## config.mk

```make
export PLATFORM = sky130hd
export DESIGN_NAME = csa_pipe_adder
export DESIGN_NICKNAME = d
export VERILOG_FILES = /design/src/rtl/csa_pipe_adder.sv
export SDC_FILE = /design/constraint.sdc
export NUM_CORES = 1
export LEC_CHECK = 0
export CAP_MARGIN = 20
export CORE_AREA = 8 8 91 114
export CTS_CLUSTER_DIAMETER = 120
export DETAILED_ROUTE_END_ITERATION = 12
export DIE_AREA = 0 0 99 122
export HOLD_SLACK_MARGIN = 0.15
export PLACE_DENSITY = 0.8
export SLEW_MARGIN = 30
export SYNTH_ARGS = -nofsm -noshare
export SYNTH_HDL_FRONTEND = slang
export SYNTH_SLANG_ARGS = --single-unit
```

## constraint.sdc

```tcl
create_clock -name Clk -period 2.7 [get_ports Clk]
set_input_delay 0.405 -clock Clk [delete_from_list [all_inputs] [get_ports Clk]]
set_output_delay 0.405 -clock Clk [all_outputs]
set_load 0.01 [all_outputs]
```

## src/rtl/csa_pipe_adder.sv

```systemverilog
// Pipelined carry-select adder/subtractor.
// The operation is split into STAGES = WIDTH/BLOCK slices; slice k is resolved
// in pipeline stage k using the carry registered by stage k-1. Operands travel
// down the pipe with their partial result so every slice sees its own
// operation, and the whole pipe advances or holds as a unit.
//
// Handshake: an input transfers on a rising edge when In_Valid && In_Ready;
// a result transfers when Out_Valid && Out_Ready. In_Ready is the pipe advance
// condition (!Out_Valid || Out_Ready), so a stalled output freezes every stage
// and Sum/Cout/Ovf stay stable while Out_Valid is held.
module csa_pipe_adder #(
   parameter int WIDTH = 16,
   parameter int BLOCK = 4
) (
   input  logic             Clk,
   input  logic             Reset_n,
   input  logic             In_Valid,
   output logic             In_Ready,
   input  logic             Sub,
   input  logic             Cin,
   input  logic [WIDTH-1:0] A,
   input  logic [WIDTH-1:0] B,
   output logic             Out_Valid,
   input  logic             Out_Ready,
   output logic [WIDTH-1:0] Sum,
   output logic             Cout,
   output logic             Ovf
);

   localparam int STAGES = WIDTH / BLOCK;

   // Per-stage pipeline state. Element k holds the output of stage k.
   logic [STAGES-1:0] valid_q, valid_d;
   logic [STAGES-1:0] carry_q, carry_d;
   logic [WIDTH-1:0]  a_q    [STAGES];
   logic [WIDTH-1:0]  a_d    [STAGES];
   logic [WIDTH-1:0]  beff_q [STAGES];
   logic [WIDTH-1:0]  beff_d [STAGES];
   logic [WIDTH-1:0]  sum_q  [STAGES];
   logic [WIDTH-1:0]  sum_d  [STAGES];
   logic              ovf_q, ovf_d;

   logic              advance;

   // Whole-pipe advance condition; doubles as the input ready.
   always_comb begin
      advance  = !valid_q[STAGES-1] || Out_Ready;
      In_Ready = advance;
   end

   // Slice datapath: each stage adds its slice with carry-in 0 and 1, then
   // selects with the carry from the previous stage.
   always_comb begin : stage_logic
      logic [WIDTH-1:0] a_in;
      logic [WIDTH-1:0] b_in;
      logic [WIDTH-1:0] s_in;
      logic             c_in;
      logic             v_in;
      logic [BLOCK-1:0] a_sl;
      logic [BLOCK-1:0] b_sl;
      logic [BLOCK:0]   r0;
      logic [BLOCK:0]   r1;
      a_in    = '0;
      b_in    = '0;
      s_in    = '0;
      c_in    = 1'b0;
      v_in    = 1'b0;
      a_sl    = '0;
      b_sl    = '0;
      r0      = '0;
      r1      = '0;
      valid_d = '0;
      carry_d = '0;
      ovf_d   = 1'b0;
      for (int k = 0; k < STAGES; k++) begin
         a_d[k]    = '0;
         beff_d[k] = '0;
         sum_d[k]  = '0;
      end
      for (int k = 0; k < STAGES; k++) begin
         if (k == 0) begin
            // Subtract is A + ~B + 1, so the external carry is ignored then.
            a_in = A;
            b_in = B ^ {WIDTH{Sub}};
            c_in = Sub | Cin;
            v_in = In_Valid;
            s_in = '0;
         end else begin
            a_in = a_q[k-1];
            b_in = beff_q[k-1];
            c_in = carry_q[k-1];
            v_in = valid_q[k-1];
            s_in = sum_q[k-1];
         end
         a_sl = a_in[k*BLOCK +: BLOCK];
         b_sl = b_in[k*BLOCK +: BLOCK];
         r0   = {1'b0, a_sl} + {1'b0, b_sl};
         r1   = {1'b0, a_sl} + {1'b0, b_sl} + {{BLOCK{1'b0}}, 1'b1};

         valid_d[k] = v_in;
         a_d[k]     = a_in;
         beff_d[k]  = b_in;
         sum_d[k]   = s_in;
         sum_d[k][k*BLOCK +: BLOCK] = c_in ? r1[BLOCK-1:0] : r0[BLOCK-1:0];
         carry_d[k] = c_in ? r1[BLOCK] : r0[BLOCK];
      end
      // Signed overflow is resolved in the last stage, where the top slice and
      // the operand sign bits of the same operation are all available.
      ovf_d = (a_in[WIDTH-1] == b_in[WIDTH-1]) &&
              (sum_d[STAGES-1][WIDTH-1] != a_in[WIDTH-1]);
   end

   // Pipeline registers: cleared asynchronously, shifted only on advance.
   always_ff @(posedge Clk or negedge Reset_n) begin
      if (!Reset_n) begin
         valid_q <= '0;
         carry_q <= '0;
         ovf_q   <= 1'b0;
         for (int k = 0; k < STAGES; k++) begin
            a_q[k]    <= '0;
            beff_q[k] <= '0;
            sum_q[k]  <= '0;
         end
      end else if (advance) begin
         valid_q <= valid_d;
         carry_q <= carry_d;
         ovf_q   <= ovf_d;
         for (int k = 0; k < STAGES; k++) begin
            a_q[k]    <= a_d[k];
            beff_q[k] <= beff_d[k];
            sum_q[k]  <= sum_d[k];
         end
      end
   end

   // Output view of the last stage.
   always_comb begin
      Out_Valid = valid_q[STAGES-1];
      Sum       = sum_q[STAGES-1];
      Cout      = carry_q[STAGES-1];
      Ovf       = ovf_q;
   end

endmodule

```

==> reports/qor.csv, run 1 <==
stage,metric,value,unit
yosys,Mapped Cells,503,
cts,CTS tree,yes,
yosys,most numerous cell in the Yosys netlist,nand2_1,
pwr,clock network fraction of total power,0.163,
cts,cts bufs inserted,9,
drt,drt total wl,8540,um
yosys,Yosys top cell area share,0.527,
sta,PnR worst setup slack,0.212,ns
grt,GR peak layer,met2,
critical_path,crit-path max cell delay,0.58,ns
critical_path,crit path max-delay cell type,clkdlybuf4s50_1,
yosys,cell taking the most area after synthesis,dfrtp_1,
worst_hold_path,min-delay worst type,reg2reg,
pwr,Combinational Power Share,0.429,
grt,initial antenna violation count,0,
critical_path,kind of start point of the critical path,input pin,
grt,vias in the first global route,3503,
sta,max-slew violation count,0,
yosys,cell area after synthesis,4610,um^2
place,I/O Buffers,57,
grt,GR Util met3,0.0388,
layout,# nets final,618,
sta,Tcrit/Tclk final,0.921,
critical_path,"CP delay by family, top",adder cells,
drt,vias after detailed routing,3351,
die,Ports,58,
grt,GRT Util Overall,0.153,
die,row cnt,38,
sta,Max-Slew Margin vs Limit,0.620,
pwr,sequential fraction of design power,0.407,
pwr,PD cells,1100,nW/um^2
die,die area,12100,um^2
critical_path,CP Max Fanout,4,
die,die height,122,um
layout,post-route insts no fill,661,
critical_path,Worst Path Required,2.93,ns
yosys,"top cells by area, synth","dfrtp_1, nand2_1, ha_1",
layout,ant diodes,0,
sta,fin crit period,2.49,ns
pwr,total power,6.08,mW
cts,CTS Sinks,97,
sta,maximum clock rate,402,MHz
grt,largest net degree at the start of global routing,117,
yosys,syn_area_per_cell,9.16,um^2
place,Inst Count DP,644,
drt,Routed Antenna Nets,0,
place,pre-CTS setup slack,-0.163,ns
sta,setup tns final,0,ns
grt,met1 GRT Util,0.166,
sta,Fin. Hold Viols,0,
pwr,peak supply drop,0.000421,V
drt,first-pass detailed-route iteration total,4,
cts,clock buffer depth,2,
pwr,Pint,3.87,mW
run_status,status,finished clean,
drt,Starting DRT DRC Count,166,
sta,worst slew pin tran,0.570,ns
critical_path,CP bufs+invs,3,
cts,postcts setup bufs,0,
grt,grt ovf,0,
yosys,Async SR Flop Fraction,1.00,
grt,met2 usage,0.267,
flow_run,MaxCap Viol Count,0,
pwr,Net Sw Power,2.22,mW
yosys,Netlist cell types,44,
die,Initial Util,0.541,
yosys,sequential element share of the synthesized area,0.527,
place,Routability Congestion,0.798,
die,Std-Cell Core Area,8510,um^2
yosys,top_reg_cell synth,dfrtp_1,
sta,Setup Viol. Count Final,0,
yosys,Synth warnings,0,
drt,drt via density,5.07,
layout,area delta synth->final,20.0,%
yosys,"flops & latches, synth",97,
yosys,synth cell count leaders,"nand2_1, dfrtp_1, o21ai_0",
drt,average wire per standard cell,12.9,um
cts,Clock Tree Root,clkbuf_8,
pwr,LEAKAGE,2.71,nW
drt,DRC,0,
critical_path,CP endpoint kind,flop,
sta,RSZ-0062 raised after global routing,no,
cts,clk slew on worst S/H paths,0.09,ns
layout,Final Util,0.649,
cts,Skew-Pair Late Insertion Delay,0.37,ns
pwr,switching portion of total power,0.365,
critical_path,crit path DAT,2.72,ns
critical_path,Crit Path Class,in2reg,
cts,CTS resizes,0,
grt,global-route wire length before repair,15000,um
place,HPWL Detailed,5960,um
die,die span in x,99,um
critical_path,"Critical Path, Cell by Cell",clkdlybuf4s50_1 -> xor2_1 -> ha_1 -> inv_1 -> fa_1 -> inv_1 -> ha_1 -> o21ai_0 -> nor2_1 -> a311oi_1 -> o31ai_1,
yosys,Post-synth EDFFs,0,
sta,skew final,0.00920,ns
yosys,Post-Syn Nets,565,
layout,share of cells above drive strength 1,0.0517,
cts,H-tree depth,3,
stage by stage:
stage	hold slack (ns)	instance area (um^2)
after detailed placement	0.441	5300
after CTS	0.476	5530
after global placement	0.432	5300
final	0.471	5530
after floorplan	0.109	4610
after global routing	0.498	5530
final timing paths:
| kind | start | endpoint | slack, ns | depth (start not counted) |
|---|---|---|---|---|
| hold / removal | Sum[3] | Sum[3] | 0.47 | 2 |
| setup / recovery | Sub | carry_q[0] | 0.21 | 11 |
| max in group asynchronous | Reset_n | sum_d[32] | 1.47 | 3 |
| setup reg to reg | stage_logic.a_in[12] | carry_q[3] | 0.41 | 7 |
| min in group asynchronous | Reset_n | a_d[43] | 0.57 | 2 |
| hold reg to reg | Sum[3] | Sum[3] | 0.47 | 2 |
kinds of logic after synthesis:
| family | share of synthesized area |
|---|---|
| flip-flops | 0.527 |
| adder cells (fa/ha/maj) | 0.0717 |
| AO/OA/AOI/OAI | 0.0804 |
| buffers and inverters | 0.0266 |
| multiplexers | 0.00897 |
| AND/OR/NAND/NOR | 0.228 |
| XOR/XNOR | 0.0576 |
registers in the layout, summed over array words and instances (netlist names), 4 cells and up:
name	count
beff_d	20
stage_logic.s_in	12
stage_logic.b_in	4
Sum	16
a_d	20
stage_logic.a_in	4
carry_q	4
sum_d	12
valid_q	4
metal layers:
| layer | part of all wire | vias up |
|---|---|---|
| met5 | 0 | - |
| li1 | - | 1734 |
| met4 | 0.028 | 0 |
| met2 | 0.49 | 53 |
| met3 | 0.037 | 16 |
| met1 | 0.45 | 1548 |
worst reg2reg max path: cells and delay by family, from the launching register on:
family	cells	cell delay (ns)
adder cells (fa/ha/maj)	3	0.92
flip-flops	1	0.39
AND/OR/NAND/NOR	2	0.37
AO/OA/AOI/OAI	2	0.49
timing repair:
item	4_1_cts	5_1_grt
hold endpoints to repair	44	0
hold buffers	1	0
endpoints found under the setup margin	0	0
layout by cell type, fill, tap and decap left out, types with 2 or more instances in the layout:
cell	count
or2_1	2
buf_4	5
o21a_1	2
ha_1	20
dfrtp_1	97
xor2_1	6
xnor2_1	19
o31ai_1	5
nand2b_1	2
clkbuf_8	12
o31a_1	2
clkinvlp_4	2
buf_12	3
nand2_1	223
mux2i_1	3
inv_1	6
nor4_1	3
clkdlybuf4s50_1	56
nor2_1	9
fa_1	4
o21ai_0	26
and3_1	4
a21o_1	5
nand3b_1	2
nor3_1	4
a21oi_1	11
nand3_1	5
power groups by stage:
stage	Combinational [mW]	Clock (mW)	Sequential [mW]
after floorplan	1.79	0	2.49
after global placement	2.51	0	2.48
after detailed placement	2.63	0	2.52
after CTS	2.65	1.03	2.48
after global routing	2.99	1.08	2.57
final	2.61	0.994	2.48
final cells by class:
type                            count  area [um^2]
Timing Repair Buffer               65          668
Fill cell                         721         2990
Clock inverter                      4         50.0
Inverter                            7         26.3
Sequential cell                    97         2430
Multi-Input combinational cell    376         2060
Clock buffer                       12          165
Tap cell                          100          125
(Power assumes the default switching activity.)
==> run 2: changes to the inputs <==
CORE_AREA = 8 8 90 112   (was 8 8 91 114)
CTS_BUF_LIST = sky130_fd_sc_hd__clkbuf_4 sky130_fd_sc_hd__clkbuf_8   (was unset)
DIE_AREA = 0 0 98 120   (was 0 0 99 122)
PLACE_DENSITY = 0.82   (was 0.8)
==> run 2 against run 1 <==
Net effect: final area barely moved; worst hold slack lost 0.0024 ns; wire length rose by 5.1%; register-to-register slack about the same; global-route usage increased by 1.3 points; sequential share of layout area about the same; die area fell by 2.6%; first-iteration DRC count grew 60%; via count rose by 2.4%; clock-buffer cell count shrank 1; combinational power rose by 2%; critical endpoint unchanged; highest routed layer unchanged.
==> reports/qor.csv, run 2 (synthesis results as in run 1) <==
stage,metric,value,unit,change
run_status,status,finished clean,,unchanged
critical_path,CP endpoint kind,flop,,unchanged
layout,# nets final,619,,was 618
critical_path,r2r startpoint,stage_logic.a_in[12],,unchanged
drt,first-pass detailed-route iteration total,6,,was 4
cts,postcts setup bufs,0,,unchanged
grt,largest net degree at the start of global routing,117,,unchanged
die,Std-Cell Core Area,8420,um^2,was 8510 um^2
critical_path,Crit Path Class,in2reg,,unchanged
drt,metal1 wirelength,3690,um,was 3830 um
die,die height,120,um,was 122 um
die,Initial Util,0.547,,was 0.541
grt,GRT Util Overall,0.165,,was 0.153
drt,Routed Antenna Nets,0,,unchanged
critical_path,CP Max Fanout,4,,unchanged
die,die span in x,98,um,was 99 um
layout,"commonest non-fill, non-tap cell in the layout",nand2_1,,unchanged
drt,drt total wl,8980,um,was 8540 um
layout,area delta synth->final,19.9,%,was 20.0%
worst_hold_path,min-delay worst type,reg2reg,,unchanged
die,Ports,58,,unchanged
drt,Starting DRT DRC Count,265,,was 166
pwr,peak supply drop,0.000492,V,was 0.000421 V
place,area post-placement,5310,um^2,was 5300 um^2
drt,DRC,0,,unchanged
drt,met2 WL post-DR,4620,um,was 4150 um
cts,cts bufs inserted,9,,unchanged
grt,global-route wire length before repair,15900,um,was 15000 um
critical_path,worst flop-to-flop path endpoint,carry_q[3],,unchanged
sta,Hold Worst Slack,0.469,ns,was 0.471 ns
place,Routability Congestion,0.790,,was 0.798
critical_path,reg2reg setup slack,0.40,ns,was 0.41 ns
die,die area,11800,um^2,was 12100 um^2
sta,RSZ-0062 raised after global routing,no,,unchanged
pwr,LEAKAGE,2.71,nW,about the same
sta,Tcrit/Tclk final,0.949,,was 0.921
layout,fillcell total,697,,was 721
place,HPWL Detailed,6220,um,was 5960 um
drt,Max Used Layer,met4,,unchanged
worst_hold_path,Hold Path End,sum_d[16],,was Sum[3]
cts,Clock Tree Root,clkbuf_8,,unchanged
sta,worst slew pin tran,0.642,ns,was 0.570 ns
grt,grt ovf,0,,unchanged
flow_run,MaxCap Viol Count,0,,unchanged
grt,initial antenna violation count,0,,unchanged
drt,vias after detailed routing,3432,,was 3351
critical_path,Worst Path Required,2.92,ns,was 2.93 ns
sta,skew final,0.00972,ns,was 0.00920 ns
sta,max-slew violation count,0,,unchanged
critical_path,crit path DAT,2.78,ns,was 2.72 ns
sta,maximum clock rate,390,MHz,was 402 MHz
die,row cnt,38,,unchanged
worst_hold_path,startpoint of the worst hold path,sum_d[16],,was Sum[3]
layout,final instance area,5520,um^2,was 5530 um^2
layout,register area,2430,um^2,unchanged
layout,multi-input logic area,2070,um^2,was 2060 um^2
drt,average wire per standard cell,13.6,um,was 12.9 um
layout,ant diodes,0,,unchanged
layout,share of cells above drive strength 1,0.0552,,was 0.0517
cts,H-tree depth,3,,unchanged
cts,clock buffer depth,2,,unchanged
layout,most frequent cells in the layout,"nand2_1, dfrtp_1, clkdlybuf4s50_1, o21ai_0, ha_1",,unchanged
critical_path,kind of start point of the critical path,input pin,,unchanged
cts,CTS tree,yes,,unchanged
cts,clk slew on worst S/H paths,0.09,ns,about the same
cts,Skew-Pair Late Insertion Delay,0.35,ns,was 0.37 ns
cts,CTS Sinks,97,,unchanged
sta,Fin. Hold Viols,0,,unchanged
sta,Max-Slew Margin vs Limit,0.572,,was 0.620
sta,fin crit period,2.56,ns,was 2.49 ns
pwr,PD cells,1100,nW/um^2,about the same
critical_path,worst reg-to-reg path cell count,7,,unchanged
drt,met3 WL post-DR,409,um,was 315 um
place,I/O Buffers,57,,unchanged
grt,vias in the first global route,3526,,was 3503
worst_hold_path,Min-Delay Path Depth,2,,unchanged
drt,drt via density,5.18,,was 5.07
sta,Setup Viol. Count Final,0,,unchanged
## run 2: changes by cell type in the layout (fill, tap and decap cells not counted)
cell,delta
clkinv_2,+1
buf_4,+1
o31ai_2,+1
clkbuf_4,+1
clkbuf_8,-2
o31ai_1,-1
## run 2: worst max-delay path by stage
stage,slack [ns],from,end
after floorplan,0.07,Sub,carry_q[0]
after global placement,-0.06,Sub,carry_q[0]
after detailed placement,-0.23,Sub,sum_d[35]
after CTS,0.13,Sub,sum_d[35]
after global routing,0.02,Sub,carry_q[0]
final,0.14,Sub,carry_q[0]
## run 2: routing by layer
metal,vias to the layer above,global-route usage
met5,-,0
met4,0,0.0929
met3,22,0.0377
met2,80,0.285
met1,1597,0.186
li1,1733,-
## run 2: critical path: stages
cell and delay [ns]:
clkdlybuf4s50_1 0.56, xor2_1 0.17, ha_1 0.19, inv_1 0.07
fa_1 0.52, inv_1 0.05, ha_1 0.18, o21ai_0 0.12
nor2_1 0.10, a311oi_1 0.28, o31ai_1 0.12
## run 2: area by class of cell
cell class,instances,area share
sequential,97,0.440
multi-input combinational,376,0.374
timing repair buffer,66,0.122
clock buffer,11,0.0263
tap,100,0.0227
clock inverter,5,0.00997
inverter,7,0.00476
## run 2: stage by stage
step           TNS, ns   util  setup WS (ns)  total power [mW]  instances
2_1_floorplan        0      -         0.0706              4.29        503
3_3_place_gp   -0.0717  0.631        -0.0616              5.00        645
3_5_place_dp    -0.559  0.631         -0.234              5.17        645
4_1_cts              0  0.656          0.135              6.13        662
5_1_grt              0  0.656         0.0177              6.62        662
6_report             0  0.656          0.139              6.08        662
## run 2: power breakdown
part	leakage, nW	internal [mW]	switching [mW]
Clock	0.0987	0.461	0.479
Combinational	1.44	1.27	1.38
Sequential	1.17	2.10	0.389
## run 2: timing repair
item / in CTS / in global routing
setup endpoints to repair: 0 / 1
hold buffers: 1 / 0
endpoints found under the hold margin: 50 / 0
gates resized for setup: 0 / 1
==> run 3: changes to the inputs <==
SKIP_CTS_REPAIR_TIMING = 1   (was unset)
SLEW_MARGIN = 20   (was 30)
==> results of run 3 <==
No change in the layout: final DEF, timing and power equal those of run 2.
Among the figures that moved: via count of the first global-routing pass 3526 -> 3520; met2 usage 0.285 -> 0.284
